<file path="src/rtl/clk_gen_ctrl.sv">
// Programmable clock generator: start-up delay, 50% duty divided clock, and
// runtime reconfiguration through a valid/ready handshake applied at period boundaries.
module clk_gen_ctrl #(
  parameter int unsigned DIV_WIDTH = 8,
  parameter int unsigned DLY_WIDTH = 16,
  parameter int unsigned DEF_DIV   = 1,
  parameter int unsigned DEF_DLY   = 0
) (
  input  logic                 clk_i,
  input  logic                 rst_ni,
  input  logic                 en_i,
  input  logic                 cfg_valid_i,
  output logic                 cfg_ready_o,
  input  logic [DIV_WIDTH-1:0] cfg_div_i,
  input  logic [DLY_WIDTH-1:0] cfg_dly_i,
  output logic                 clk_o,
  output logic                 rise_o,
  output logic                 running_o
);

  typedef enum logic [1:0] {
    ST_IDLE  = 2'd0,
    ST_DELAY = 2'd1,
    ST_RUN   = 2'd2
  } state_e;

  state_e               state_q, state_d;
  logic [DIV_WIDTH-1:0] div_q, div_d;
  logic [DLY_WIDTH-1:0] dly_q, dly_d;
  logic [DIV_WIDTH-1:0] pend_div_q, pend_div_d;
  logic [DLY_WIDTH-1:0] pend_dly_q, pend_dly_d;
  logic                 pend_v_q, pend_v_d;
  logic [DLY_WIDTH-1:0] dcnt_q, dcnt_d;
  logic [DIV_WIDTH-1:0] hcnt_q, hcnt_d;
  logic                 clk_q, clk_d;
  logic                 rise_q, rise_d;
  logic                 running_q, running_d;

  logic [DIV_WIDTH-1:0] d_eff;
  logic [DIV_WIDTH-1:0] d_last;
  logic                 xfer;
  logic                 apply;

  // A programmed divisor of zero behaves as one.
  assign d_eff  = (div_q == '0) ? DIV_WIDTH'(1) : div_q;
  assign d_last = d_eff - DIV_WIDTH'(1);

  always_comb begin
    state_d = state_q;
    dcnt_d  = dcnt_q;
    hcnt_d  = hcnt_q;
    clk_d   = clk_q;
    rise_d  = 1'b0;

    case (state_q)
      ST_IDLE: begin
        clk_d  = 1'b1;
        dcnt_d = '0;
        hcnt_d = '0;
        if (en_i) begin
          state_d = ST_DELAY;
          dcnt_d  = dly_q;
        end
      end

      ST_DELAY: begin
        clk_d  = 1'b1;
        hcnt_d = '0;
        if (!en_i) begin
          state_d = ST_IDLE;
          dcnt_d  = '0;
        end else if (dcnt_q == '0) begin
          state_d = ST_RUN;
        end else begin
          dcnt_d = dcnt_q - DLY_WIDTH'(1);
        end
      end

      ST_RUN: begin
        dcnt_d = '0;
        if (!en_i && clk_q) begin
          // Stopping during the high phase parks immediately; no toggle.
          state_d = ST_IDLE;
          hcnt_d  = '0;
        end else if (hcnt_q == d_last) begin
          hcnt_d = '0;
          clk_d  = ~clk_q;
          if (!clk_q) begin
            rise_d = 1'b1;
            if (!en_i) begin
              state_d = ST_IDLE;
            end
          end
        end else begin
          hcnt_d = hcnt_q + DIV_WIDTH'(1);
        end
      end

      default: begin
        state_d = ST_IDLE;
        clk_d   = 1'b1;
        dcnt_d  = '0;
        hcnt_d  = '0;
      end
    endcase
  end

  assign running_d = (state_d == ST_RUN);

  // Pending settings land while idle, on the edge returning to idle, or on a rising edge.
  assign xfer  = cfg_valid_i && !pend_v_q;
  assign apply = pend_v_q &&
                 ((state_q == ST_IDLE) || (state_d == ST_IDLE) ||
                  ((state_q == ST_RUN) && rise_d));

  always_comb begin
    div_d      = div_q;
    dly_d      = dly_q;
    pend_div_d = pend_div_q;
    pend_dly_d = pend_dly_q;
    pend_v_d   = pend_v_q;

    if (apply) begin
      div_d    = pend_div_q;
      dly_d    = pend_dly_q;
      pend_v_d = 1'b0;
    end

    // xfer and apply are mutually exclusive since they need opposite pend_v_q.
    if (xfer) begin
      pend_div_d = cfg_div_i;
      pend_dly_d = cfg_dly_i;
      pend_v_d   = 1'b1;
    end
  end

  always_ff @(posedge clk_i) begin
    if (!rst_ni) begin
      state_q    <= ST_IDLE;
      div_q      <= DIV_WIDTH'(DEF_DIV);
      dly_q      <= DLY_WIDTH'(DEF_DLY);
      pend_div_q <= '0;
      pend_dly_q <= '0;
      pend_v_q   <= 1'b0;
      dcnt_q     <= '0;
      hcnt_q     <= '0;
      clk_q      <= 1'b1;
      rise_q     <= 1'b0;
      running_q  <= 1'b0;
    end else begin
      state_q    <= state_d;
      div_q      <= div_d;
      dly_q      <= dly_d;
      pend_div_q <= pend_div_d;
      pend_dly_q <= pend_dly_d;
      pend_v_q   <= pend_v_d;
      dcnt_q     <= dcnt_d;
      hcnt_q     <= hcnt_d;
      clk_q      <= clk_d;
      rise_q     <= rise_d;
      running_q  <= running_d;
    end
  end

  assign cfg_ready_o = !pend_v_q;
  assign clk_o       = clk_q;
  assign rise_o      = rise_q;
  assign running_o   = running_q;

endmodule

</file>
<file path="config.mk">
export PLATFORM = sky130hd
export DESIGN_NAME = clk_gen_ctrl
export DESIGN_NICKNAME = d
export VERILOG_FILES = /design/src/rtl/clk_gen_ctrl.sv
export SDC_FILE = /design/constraint.sdc
export NUM_CORES = 1
export LEC_CHECK = 0
export CAP_MARGIN = 15
export CORE_MARGIN = 5
export CORE_UTILIZATION = 61
export DETAILED_ROUTE_END_ITERATION = 12
export PLACE_DENSITY = 0.84
export SETUP_SLACK_MARGIN = 0.3
export SLEW_MARGIN = 20
export SYNTH_ARGS = -nofsm -noshare
export SYNTH_HDL_FRONTEND = slang
export SYNTH_SLANG_ARGS = --single-unit
export TNS_END_PERCENT = 10
</file>
<file path="constraint.sdc">
create_clock -name clk_i -period 4.34 [get_ports clk_i]
set_clock_uncertainty 0.2 [all_clocks]
set_input_delay 0.434 -clock clk_i [delete_from_list [all_inputs] [get_ports clk_i]]
set_output_delay 0.434 -clock clk_i [all_outputs]
set_load 0.01 [all_outputs]
</file>
=== After elaboration in Yosys (flattened, before gate mapping) ===
Index checks and enable logic that the tools add are counted.

* Logic and storage cells: 58
* Flip-flop bits (word level): 78
* Input bits: 28
* Output and inout port bits: 4

* Reduce and logical (&&, ||, !) cells: 16
* Equal/unequal tests: 5
* Multiplexer cells: 19
* Bitwise logic cells: 4
* $add $sub $neg: 3

{| class="wikitable"
|+ Operators with widths
! cell !! number
|-
| 16-bit two-way mux || 3
|-
| 16-bit one-hot mux with 2 select lines || 1
|-
| 16-bit logical NOT || 1
|-
| 16-bit by 1-bit subtractor with 16-bit output, second input constant || 1
|-
| 2-bit two-way mux || 7
|-
| 8-bit by 1-bit adder with 8-bit output, second input constant || 1
|-
| 8-bit == test || 1
|-
| 8-bit logical NOT || 1
|-
| 8-bit two-way mux || 1
|-
| 8-bit by 1-bit subtractor with 8-bit output, second input constant || 1
|-
| 1-bit two-way mux || 6
|-
| 2-bit one-hot mux with 3 select lines || 1
|-
| 2-bit == test, second input constant || 2
|-
| 1-bit logical AND || 4
|-
| 2-bit logical NOT || 2
|-
| 1-bit inverter || 4
|-
| 2-bit AND reduction || 2
|-
| 4-bit OR reduction || 1
|-
| 3-bit inequality test, second input constant || 1
|-
| 2-bit by 1-bit == test with 1-bit output, second input constant || 1
|-
| 1-bit logical NOT || 2
|-
| 1-bit logical OR || 2
|-
| 2-bit nonzero test || 1
|}

=== Logic depth before layout (Yosys ltp) ===
* Depth in word-level cells: 13
* Depth in mapped cells: 13
* Gate-level depth less buffers: 10

=== Least setup slack after synthesis ===
OpenSTA, ideal clock, no wires.

* Path type: register -> register
* Start: register div_q[2]
* End: register dly_q[0]
* Required time: 4022 ps
* Data arrival time: 2657 ps
* Stages on the path, launching flop included: 14
* Path buffers: 3
* Library setup time: 118 ps
* Period minus slack after synthesis: 2975 ps
* Slack: 1365 ps
* Cells stage by stage: dfxtp_1 > buf_6 > nor4_1 > a21oi_1 > ha_1 > xor2_1 > xnor2_1 > nand3_1 > a2111oi_4 > nor3_2 > o31a_1 > buf_6 > buf_12 > mux2i_1

* Word-level cells in the longest chain between the ends: 11
* Elaborated cells on any way between the ends: 15
* Those cells by class: 1 x add/sub; 1 x eq/ne; 7 x mux; 6 x reduce/logical

{| class="wikitable"
|+ Ends and longest elaborated chain
! what !! RTL line !! text
|-
| start: declaration || 28 || <nowiki>logic [DIV_WIDTH-1:0] div_q, div_d;</nowiki>
|-
| start signal: assignment || 140 || <nowiki>div_q <= DIV_WIDTH'(DEF_DIV);</nowiki>
|-
| start signal: assignment || 152 || <nowiki>div_q <= div_d;</nowiki>
|-
| 8-bit logical NOT || 45 || <nowiki>assign d_eff = (div_q == '0) ? DIV_WIDTH'(1) : div_q;</nowiki>
|-
| 8-bit two-way mux * || 45 ||
|-
| 8-bit by 1-bit subtractor with 8-bit output * || 46 || <nowiki>assign d_last = d_eff - DIV_WIDTH'(1);</nowiki>
|-
| 8-bit == test * || 85 || <nowiki>end else if (hcnt_q == d_last) begin</nowiki>
|-
| 2-bit two-way mux || 85 ||
|-
| 2-bit two-way mux || 81 || <nowiki>if (!en_i && clk_q) begin</nowiki>
|-
| 2-bit one-hot mux with 3 select lines || 55 || <nowiki>case (state_q)</nowiki>
|-
| 2-bit logical NOT || 113 || <nowiki>((state_q == ST_IDLE) || (state_d == ST_IDLE) ||</nowiki>
|-
| 1-bit logical OR || 113 ||
|-
| 1-bit logical OR * || 113 ||
|-
| 1-bit logical AND * || 112 || <nowiki>assign apply = pend_v_q &&</nowiki>
|-
| end signal: assignment || 141 || <nowiki>dly_q <= DLY_WIDTH'(DEF_DLY);</nowiki>
|-
| end signal: assignment || 153 || <nowiki>dly_q <= dly_d;</nowiki>
|-
| end: declaration || 29 || <nowiki>logic [DLY_WIDTH-1:0] dly_q, dly_d;</nowiki>
|}

Every way passes the cells marked *; elsewhere a longest branch is shown, timed or not.
A chain may end at the register's enable or synchronous reset.

=== Worst setup path in the final report ===
* Start: register div_q[2]
* End: register div_q[4]

* Word-level cells in the longest chain between the ends: 11
* Elaborated cells on any way between the ends: 15
* Those cells by class: 1 x add/sub; 1 x eq/ne; 7 x mux; 6 x reduce/logical

{| class="wikitable"
|+ Ends and longest elaborated chain
! what !! RTL line
|-
| 8-bit logical NOT || 45
|-
| 8-bit two-way mux * || 45
|-
| 8-bit by 1-bit subtractor with 8-bit output * || 46
|-
| 8-bit == test * || 85
|-
| 2-bit two-way mux || 85
|-
| 2-bit two-way mux || 81
|-
| 2-bit one-hot mux with 3 select lines || 55
|-
| 2-bit logical NOT || 113
|-
| 1-bit logical OR || 113
|-
| 1-bit logical OR * || 113
|-
| 1-bit logical AND * || 112
|}

Marked as above.

==> results.txt <==
* Maximum level of the CTS H-tree: 3
- CTS tree: done
* Number of max-cap violations: 0
- Maximum achievable frequency: between 200 and 300 MHz
* List of most frequent post-synthesis cells: sky130_fd_sc_hd__nand2_1, sky130_fd_sc_hd__dfxtp_1, sky130_fd_sc_hd__nor2_1
- Signed area change from the synthesized netlist to the final layout: 12.8%
- Post-DP HPWL: ~4.8 mm
- Final Hold Viols: 0
- TritonCTS created 9 clock buffers.
* Flop pwr share: 0.503
- Across every metal layer, demand over resource in global routing totals 0.194.
- Most frequently used flop master after synthesis: sky130_fd_sc_hd__dfxtp_1
- In the routed design, unresolved DRC markers number 0.
- In the finished design, the share of the clock period the worst path needs comes to 0.772.
- Wire length of the first global-routing pass: about 11 mm
- The detail route stage leaves a number of antenna-violating nets equal to 0.
* Crit Path Class: flop to flop
- Summed over all failing endpoints, the final setup total negative slack is 0 ps.
* Final setup viols: 0
- In this run the standard cell core region covers ~5800 um^2.
* Nets: about 460
- The worst setup path is launched from a flop.
* Post-synthesis cell type with the largest combined area: sky130_fd_sc_hd__dfxtp_1
* DIE HEIGHT: around 87 um
* Proportion of netlist area held by the largest area contributor: 0.435
- Post-layout minimum cycle time: around 3400 ps
- Cell internal power was estimated by the tool at between 1 and 1.5 mW.
- Std cell rows: 28
- Buffers added on ports: 31
- Number of cells produced by synthesis: 410
- Average cell area after synthesis: about 8.7 um^2
- In this run, synthesis inferred 0 flip-flops with an integrated enable.
- The slowest stage of the critical path is the sky130_fd_sc_hd__a2111oi_4 cell.
- Overflow left after global routing: 0
- For this block, the initial DRC count from the detailed router was 190.
* Cell Count, Final, Fillers Out: around 510
- Status: complete, no violations
- The synthesized netlist occupies a cell area of about 3600 um^2.
* Full die area: around 7500 um^2
- The share of total power dissipated in the clock network is 0.317.
- After synthesis, the share of flip-flops with an asynchronous set or reset is 0.
- Count of buffers added by post-CTS timing repair for setup: 0
* Reg2reg setup slack: approximately 990 ps
* Power spent charging and discharging nets: ~0.43 mW
- Sequential cell area in the final layout: 1560 um^2
- After clock tree synthesis, the clock-pin slew on the worst setup and hold paths is approximately 70 ps.
- GPL Wtd Cong: a little under 0.9
- Most frequent cell after synthesis: sky130_fd_sc_hd__nand2_1
* Largest buffer count on any clock path: 2
- Buffers inserted to repair hold after CTS numbered 0.
* Final wirelength: between 6 and 7 mm
- Via total after detailed routing: ~2800
* Area occupied by multi-input gates: 1840 um^2
- Vias in the first global route: 2468
- Cell area after layout: roughly 4000 um^2
- Leading post-synthesis cells by cell area: sky130_fd_sc_hd__dfxtp_1, sky130_fd_sc_hd__nand2_1, sky130_fd_sc_hd__mux2i_1
- Slew Limit Headroom: 0.428
* Detailed-routing iteration count for the pre-antenna-repair pass: 4
- The analysis attributes to cell leakage a power of roughly 1.6 nW.
- Sink Count: 78
* Worst supply voltage drop on vdd: approximately 0.25 mV
* Post-synthesis cell type count: 44
- Wire length per cell: roughly 13 um
- Filler Cells Inserted: ~470
- Hold/Removal Path Class: primary input to flop
- Ys Warns: 0
- For this run, the register share of the synthesized area comes to 0.435.
- At the worst endpoint, the required time is approximately 4400 ps.
* Critical Path Sink Type: flop
* Post-route core utilization: 0.696
* Max Transition Viols Final: 0
* Share of post-route cells with drive strength above 1: 0.0596
- Including well taps, the total number of placed cells is 495.
- I/O pin total: 32
- Power spread over the standard cell area amounts to between 300 and 400 nW/um^2.
- Combinational share of power: 0.181
- Number of antenna violations at the first check in global routing: 0
* Transition time of the tightest slew-check pin: 856 ps
- Data arrival time of the critical path: roughly 3400 ps
- Maximum number of pins on one net before global-route repair: 75
- Of the total power, the share spent switching nets is 0.277.
- Once placement finished, the instance area stood at slightly below 4000 um^2.
* Critical path's largest stage delay: 490 ps
- In this run the worst path has a maximum fanout of 25.
- For this configuration, the core starts out at a cell density of 0.617.
- Gates resized, CTS repair: 0
- The synthesized design contains 78 register bits.
- Setup repair after global routing left no endpoint under its margin.
* Diodes inserted: 0
* X dimension of the die: between 80 and 90 um
- The number of nets handed over by synthesis was around 440.
* Cell at the root of the clock tree: sky130_fd_sc_hd__clkbuf_8
* Via-per-instance ratio: 5.42
* Source-to-sink clock delay at the later pin of the worst-skew pair: 340 ps
* Cell-by-cell listing of the critical path: nor4_1, a21oi_1, ha_1, xor2_1, xnor2_1, nand3_1, a2111oi_4, nor3_2, o31a_1, buf_4, mux2i_1
## cell type report
cell class / count / area share
repair buffers: 35 / 0.0828
clock buffers: 13 / 0.0393
well taps: 75 / 0.0232
inverters: 10 / 0.00927
clock inverters: 3 / 0.00464
flip-flops and latches: 78 / 0.386
multi-input cells: 297 / 0.455
## critical path: cells and delay by family (launching register included)
kind                       cells  cell delay (ps)
AOI/OAI and AO/OA              3              950
and+or+nand+nor                3              620
DFF                            1              400
xor gates and xnor gates       2              330
adders and majority gates      1              270
buffers and inverters          1              260
muxes                          1              170
## layer usage
metal	up-vias	wire (um)	global-route usage
met3	6	320	0.0580
met5	-	0	0
li1	1409	-	-
met1	1297	3440	0.280
met4	0	48	0.0623
met2	56	3080	0.275
## cells in the final DEF, fill, tap and decap left out, drive strengths merged, types with 4 or more instances in the layout
cell and count:
nand2 103, dfxtp 78, clkdlybuf4s50 30, nor2 29, mux2i 27, a21boi 24, xor2 20, a211oi 14
clkbuf 13, nand3 12, xnor2 11, inv 10, nor3 8, a21oi 7, nor4 5, buf 5
nand3b 4, ha 4
## flip-flops by register name (all words and copies together), names as in the netlist, 2 cells and up
| signal | count |
|---|---|
| div_q | 8 |
| dly_q | 16 |
| hcnt_q | 8 |
| pend_div_q | 8 |
| dcnt_q | 16 |
| state_q | 2 |
| pend_dly_q | 16 |
## power by group through the flow
stage                     combinational [mW]  clock (mW)  sequential, mW
final                                  0.278       0.487           0.773
after CTS                              0.276       0.496           0.772
after floorplan                        0.218           0           0.782
after detailed placement               0.272           0           0.789
after global routing                   0.303       0.538           0.777
after global placement                 0.263           0           0.787
## cell families after synthesis
| family | count (synthesis) | synth area share |
|---|---|---|
| adder cells (fa/ha/maj) | 4 | 0.0140 |
| flip-flops | 78 | 0.435 |
| buffers and inverters | 35 | 0.0513 |
| AND/OR/NAND/NOR | 180 | 0.228 |
| multiplexers | 27 | 0.0753 |
| AO/OA/AOI/OAI | 55 | 0.121 |
| XOR/XNOR | 31 | 0.0757 |
## metrics by stage
step / hold WS, ps / setup slack, ps / total power [mW]
global route: 224 / 688 / 1.62
finish: 237 / 990 / 1.54
floorplan: 232 / 1360 / 1.00
detailed placement: 246 / 1050 / 1.06
global placement: 242 / 1130 / 1.05
CTS: 221 / 996 / 1.54
## final timing paths
path | start | to | cells past startpoint
setup / recovery | div_q[2]$_SDFFE_PN0P_ | div_q[4]$_SDFFE_PN0P_ | 11
hold / removal | rst_ni | rise_o$_SDFF_PN0_ | 3
setup reg to reg | div_q[2]$_SDFFE_PN0P_ | div_q[4]$_SDFFE_PN0P_ | 11
hold reg to reg | pend_dly_q[0]$_SDFFE_PN0P_ | dly_q[0]$_SDFFE_PN0P_ | 2
(Power assumes the default switching activity.)
